$ cat src/rtl/abend_collector.sv
`default_nettype none
// ============================================================================
// Module      : abend_collector
// Description : Collects exit codes from Kiwi thread exit ports. The lowest
//               requesting thread wins each cycle. A real abend code (neither
//               0x00 nor 0xFF) is captured and frozen. The finished flag then
//               rises after a fixed settle delay.
// Revision    : 1.0 - initial release
// ============================================================================
module abend_collector #(
    parameter int NTHREADS  = 4,
    parameter int SETTLE    = 8,
    parameter int CTR_WIDTH = 32
) (
    input  logic                                        my_clock,
    input  logic                                        my_reset,
    input  logic [NTHREADS-1:0]                         thread_exit_req,
    input  logic [8*NTHREADS-1:0]                       thread_syndrome,
    output logic [NTHREADS-1:0]                         thread_exit_ack,
    output logic [7:0]                                  hpr_abend_syndrome,
    output logic                                        finished,
    output logic [((NTHREADS > 1) ? $clog2(NTHREADS) : 1)-1:0] exit_thread,
    output logic [CTR_WIDTH-1:0]                        run_cycles
);

    localparam int       c_IDX_W     = (NTHREADS > 1) ? $clog2(NTHREADS) : 1;
    localparam logic [7:0] c_SETTLE_LD = 8'(SETTLE);
    localparam logic [7:0] c_SYN_RUN   = 8'hFF;
    localparam logic [7:0] c_SYN_NONE  = 8'h00;

    typedef enum logic [1:0] {
        ST_IDLE   = 2'd0,
        ST_RUN    = 2'd1,
        ST_SETTLE = 2'd2,
        ST_DONE   = 2'd3
    } state_t;

    state_t                 r_state;
    state_t                 w_state_nxt;
    logic [NTHREADS-1:0]    r_ack;
    logic [NTHREADS-1:0]    w_ack_nxt;
    logic [7:0]             r_syndrome;
    logic [7:0]             w_syndrome_nxt;
    logic                   r_finished;
    logic                   w_finished_nxt;
    logic [c_IDX_W-1:0]     r_exit_thread;
    logic [c_IDX_W-1:0]     w_exit_thread_nxt;
    logic [CTR_WIDTH-1:0]   r_run_cycles;
    logic [CTR_WIDTH-1:0]   w_run_cycles_nxt;
    logic [CTR_WIDTH-1:0]   w_run_cycles_inc;
    logic [7:0]             r_settle_cnt;
    logic [7:0]             w_settle_cnt_nxt;

    logic                   w_found;
    logic [c_IDX_W-1:0]     w_win_idx;
    logic [7:0]             w_win_code;
    logic [NTHREADS-1:0]    w_win_onehot;
    logic                   w_win_is_abend;

    // Fixed-priority arbiter: scan from the top so the lowest index overwrites last.
    always_comb begin
        w_found      = 1'b0;
        w_win_idx    = '0;
        w_win_code   = 8'h00;
        w_win_onehot = '0;
        for (int i = NTHREADS - 1; i >= 0; i--) begin
            if (thread_exit_req[i]) begin
                w_found         = 1'b1;
                w_win_idx       = c_IDX_W'(i);
                w_win_code      = thread_syndrome[8*i +: 8];
                w_win_onehot    = '0;
                w_win_onehot[i] = 1'b1;
            end
        end
    end

    // 0x00 and 0xFF are "still running" markers, so they never count as an abend.
    assign w_win_is_abend = (w_win_code != c_SYN_NONE) && (w_win_code != c_SYN_RUN);

    // The cycle counter sticks at all-ones instead of wrapping.
    assign w_run_cycles_inc = (r_run_cycles == {CTR_WIDTH{1'b1}}) ?
                              r_run_cycles : (r_run_cycles + CTR_WIDTH'(1));

    // Next-state and next-output logic. Every register holds by default.
    always_comb begin
        w_state_nxt       = r_state;
        w_ack_nxt         = '0;
        w_syndrome_nxt    = r_syndrome;
        w_finished_nxt    = r_finished;
        w_exit_thread_nxt = r_exit_thread;
        w_run_cycles_nxt  = r_run_cycles;
        w_settle_cnt_nxt  = r_settle_cnt;
        case (r_state)
            ST_IDLE: begin
                w_state_nxt    = ST_RUN;
                w_syndrome_nxt = c_SYN_RUN;
            end
            ST_RUN: begin
                w_run_cycles_nxt = w_run_cycles_inc;
                if (w_found) begin
                    w_ack_nxt = w_win_onehot;
                    if (w_win_is_abend) begin
                        w_syndrome_nxt    = w_win_code;
                        w_exit_thread_nxt = w_win_idx;
                        w_settle_cnt_nxt  = c_SETTLE_LD;
                        w_state_nxt       = ST_SETTLE;
                    end
                end
            end
            ST_SETTLE: begin
                if (r_settle_cnt <= 8'd1) begin
                    w_settle_cnt_nxt = 8'd0;
                    w_finished_nxt   = 1'b1;
                    w_state_nxt      = ST_DONE;
                end else begin
                    w_settle_cnt_nxt = r_settle_cnt - 8'd1;
                end
            end
            ST_DONE: begin
                w_state_nxt = ST_DONE;
            end
            default: begin
                w_state_nxt = ST_IDLE;
            end
        endcase
    end

    // State and output registers. Reset wins over any pending request.
    always_ff @(posedge my_clock) begin
        if (my_reset) begin
            r_state       <= ST_IDLE;
            r_ack         <= '0;
            r_syndrome    <= c_SYN_NONE;
            r_finished    <= 1'b0;
            r_exit_thread <= '0;
            r_run_cycles  <= '0;
            r_settle_cnt  <= 8'd0;
        end else begin
            r_state       <= w_state_nxt;
            r_ack         <= w_ack_nxt;
            r_syndrome    <= w_syndrome_nxt;
            r_finished    <= w_finished_nxt;
            r_exit_thread <= w_exit_thread_nxt;
            r_run_cycles  <= w_run_cycles_nxt;
            r_settle_cnt  <= w_settle_cnt_nxt;
        end
    end

    assign thread_exit_ack    = r_ack;
    assign hpr_abend_syndrome = r_syndrome;
    assign finished           = r_finished;
    assign exit_thread        = r_exit_thread;
    assign run_cycles         = r_run_cycles;

endmodule
`default_nettype wire
$ cat config.mk
export PLATFORM = sky130hd
export DESIGN_NAME = abend_collector
export DESIGN_NICKNAME = d
export VERILOG_FILES = /design/src/rtl/abend_collector.sv
export SDC_FILE = /design/constraint.sdc
export NUM_CORES = 1
export LEC_CHECK = 0
export ABC_AREA = 1
export BUFFER_PORTS_ARGS = -buffer_cell sky130_fd_sc_hd__clkbuf_2
export CORE_MARGIN = 1
export CORE_UTILIZATION = 58
export DETAILED_ROUTE_END_ITERATION = 6
export MAX_ROUTING_LAYER = met4
export PLACE_DENSITY = 0.86
export SYNTH_ARGS = -nofsm -noshare
export SYNTH_HDL_FRONTEND = slang
export SYNTH_SLANG_ARGS = --single-unit
export TNS_END_PERCENT = 30
$ cat constraint.sdc
create_clock -name my_clock -period 5.2 [get_ports my_clock]
set_input_delay 1.04 -clock my_clock [delete_from_list [all_inputs] [get_ports my_clock]]
set_output_delay 1.04 -clock my_clock [all_outputs]
set_load 0.1 [all_outputs]
==> metrics.txt <==
outcome completed; post-CTS setup repair buffer count 0; Worst Tran Pin Value 0.746 ns; Slew HR 50.2%; Layout fillers 492; cell area after synthesis 0.00350 mm^2; die area 0.00635 mm^2; Period minus WS final 2.41 ns; Synth Register Bits 57; Die Wd 79.7 um; GRT Total Usage 30.3%; Avg Cell Area, Syn 6.78 um^2; CP Launch Type input port; Port Buf Inserts 84; type of the worst min-delay path reg -> reg; TritonCTS clock tree built; diode count 0; XOR/XNOR share of the synthesized area 4.76%; CP Capture Type register; CTS root buf clkbuf_8; first-pass GRT wire length 14.6 mm; Core Footprint 0.00568 mm^2; hold path cells 2; Final Instance Area 0.00413 mm^2; final setup vio count 0; leakage 1.79 nW; max-cap check violation count 0; DP HPWL 6.58 mm; Nets 639; Post-CTS Resized 0; syn nets 557; Routed Antenna Nets 0; post-synthesis mux area share 0%; R2R depth 13; VDD IR max 0.000258 V; initial antenna violation count 0; post-synthesis cell count 516; DR DRC count 0; GRT overflow 0; hold_buf cts 0; Worst-path clk slew 0.06 ns; via count 3,666; Clock Tree Buf Depth 2; max-slew violations 0; H-tree lvl count 3; Die Y 79.7 um; Cell Area, Placed 0.00392 mm^2; Critical Setup Path Class in -> reg; cell row count 27; Clock Latency Late Sink 0.34 ns; Yosys cell types 42; Post-Synth Adder-Cell Area 1.07%; RSZ-0062 raised after global routing no; pwr/cell area 320 mW/mm^2; DRT Wirelength 8.79 mm; main combinational cell family by area after synthesis simple AND/OR/NAND/NOR gates; simple-gate share of the synthesized area 37.4%; fin util 72.7%; compound-gate portion of the synthesized area 15.1%; fin crit share 46.4%; largest net degree at the start of global routing 30; fraction of layout cells with a size suffix above 1 25.2%; TritonCTS buffer count 9; skew final 0.0109 ns; total clock sinks 57; routed wire length per instance 13.0 um; vias in the first global route 3,368; final hold violation count 0; Iteration-0 DRC Markers 215; P&R area growth vs syn 18.0%; Ports 85; Initial Utilization 61.6%; Worst EP arrival 2.67 ns; Post-Route Setup TNS 0 ns; First-pass DRT Iterations 4; Avg Vias per Cell 5.43; Synth Warn # 0; Worst EP required 5.46 ns; highest clock rate 415 MHz; crit-path max FO 29; Routability Congestion 0.939; sequential fraction of the synthesis area 32.6%
==> synthesized netlist by cell type <==
cell type | number | area [um^2]
nand2_1 | 137 | 514
dfxtp_1 | 57 | 1140
inv_1 | 51 | 191
a21oi_1 | 47 | 235
nor2_1 | 44 | 165
nor3_1 | 19 | 95.1
nand3_1 | 18 | 90.1
nand4_1 | 17 | 106
o21ai_0 | 15 | 75.1
xor2_1 | 15 | 131
a21oi_2 | 8 | 70.1
inv_2 | 8 | 30.0
or2_2 | 8 | 50.1
nand2_4 | 6 | 67.6
o21a_1 | 6 | 45.0
buf_2 | 4 | 20.0
buf_4 | 4 | 30.0
nand2_2 | 4 | 25.0
nor2_2 | 4 | 25.0
nor2_4 | 4 | 45.0
xnor2_1 | 4 | 35.0
a21boi_2 | 3 | 33.8
a31oi_1 | 3 | 18.8
buf_6 | 3 | 33.8
clkbuf_1 | 3 | 11.3
ha_1 | 3 | 37.5
nor4_1 | 3 | 18.8
nand3_2 | 2 | 20.0
nor3b_1 | 2 | 15.0
o21ai_1 | 2 | 10.0
a211oi_1 | 1 | 7.51
a21boi_1 | 1 | 7.51
a41oi_1 | 1 | 8.76
and2_1 | 1 | 6.26
and3_1 | 1 | 6.26
nand3_4 | 1 | 17.5
nand4_2 | 1 | 12.5
nor3_2 | 1 | 10.0
nor3b_2 | 1 | 12.5
o21ai_2 | 1 | 8.76
o21bai_1 | 1 | 7.51
or2_0 | 1 | 6.26
==> flip-flops by register name (all words and copies together) (netlist names) <==
| register | cells |
|---|---|
| thread_exit_ack | 4 |
| run_cycles | 32 |
| hpr_abend_syndrome | 8 |
| exit_thread | 2 |
| finished | 1 |
| r_settle_cnt | 8 |
| r_state | 2 |
==> layout by cell type (no fill, tap or decap), types with 2 or more instances in the layout <==
master	count
xnor2_1	4
nor2_1	44
nor2_4	4
nand3_2	2
o21ai_1	2
a31oi_1	3
nor2_2	4
xor2_1	15
nand2_4	6
clkbuf_2	84
a21boi_2	3
nor3b_1	2
inv_1	51
dfxtp_1	57
nand3_1	18
or2_2	8
clkbuf_8	11
nor4_1	3
a21oi_2	8
nand4_1	17
o21a_1	6
ha_1	3
a21oi_1	47
nand2_1	137
nand2_2	4
inv_2	8
o21ai_0	15
nor3_1	19
==> area by class of cell <==
cell class,instances,area [um^2],share of cell area [%]
clock buffers,12,155,3.76
clock inverters,4,51.3,1.24
flip-flops and latches,57,1140,27.6
repair buffers,85,428,10.4
inverters,59,221,5.37
multi-input cells,386,2040,49.4
well taps,72,90.1,2.18
==> power by group <==
group          switching (mW)  total [mW]  leakage [nW]  internal [mW]
combinational           0.292       0.398          1.23          0.106
clock                   0.181       0.429         0.103          0.247
sequential             0.0238       0.492         0.464          0.468
total                   0.497        1.32          1.79          0.822
==> per-layer routing <==
metal	up-vias	global-route usage, %	share of wire (%)
li1	1844	-	-
met1	1671	32.9	42
met2	127	52.0	50
met3	24	8.00	5.5
met4	0	12.5	2.6
met5	-	-	0
==> final timing paths <==
path	from	endpoint	slack [ns]
max	my_reset	thread_exit_ack[3]$_SDFF_PP0_	2.79
min	hpr_abend_syndrome[0]$_SDFFE_PP0P_	hpr_abend_syndrome[0]$_SDFFE_PP0P_	0.45
max reg2reg	run_cycles[0]$_SDFFE_PP0P_	run_cycles[16]$_SDFFE_PP0P_	2.82
min reg2reg	hpr_abend_syndrome[0]$_SDFFE_PP0P_	hpr_abend_syndrome[0]$_SDFFE_PP0P_	0.45
==> cell families (layout without fill, tap and decap cells) <==
family,count (synthesis),count (layout)
AND/OR/NAND/NOR,275,275
AO/OA/AOI/OAI,89,89
buffers and inverters,73,160
flip-flops,57,57
XOR/XNOR,19,19
adder cells (fa/ha/maj),3,3
==> through the flow <==
| step | total power, mW | hold WS (ns) | setup slack, ns | std cells |
|---|---|---|---|---|
| after floorplan | 0.831 | 0.450 | 2.66 | 516 |
| after global placement | 0.888 | 0.437 | 2.57 | 659 |
| after detailed placement | 0.896 | 0.441 | 2.48 | 659 |
| after CTS | 1.32 | 0.452 | 2.83 | 675 |
| after global routing | 1.39 | 0.476 | 2.65 | 675 |
| final | 1.32 | 0.453 | 2.79 | 675 |
==> critical path: stages <==
cell	delay, ns
clkbuf_2	0.37
inv_1	0.71
nand2_1	0.15
nor2_1	0.16
nand2_1	0.08
nor3_1	0.13
(Power assumes the default switching activity.)
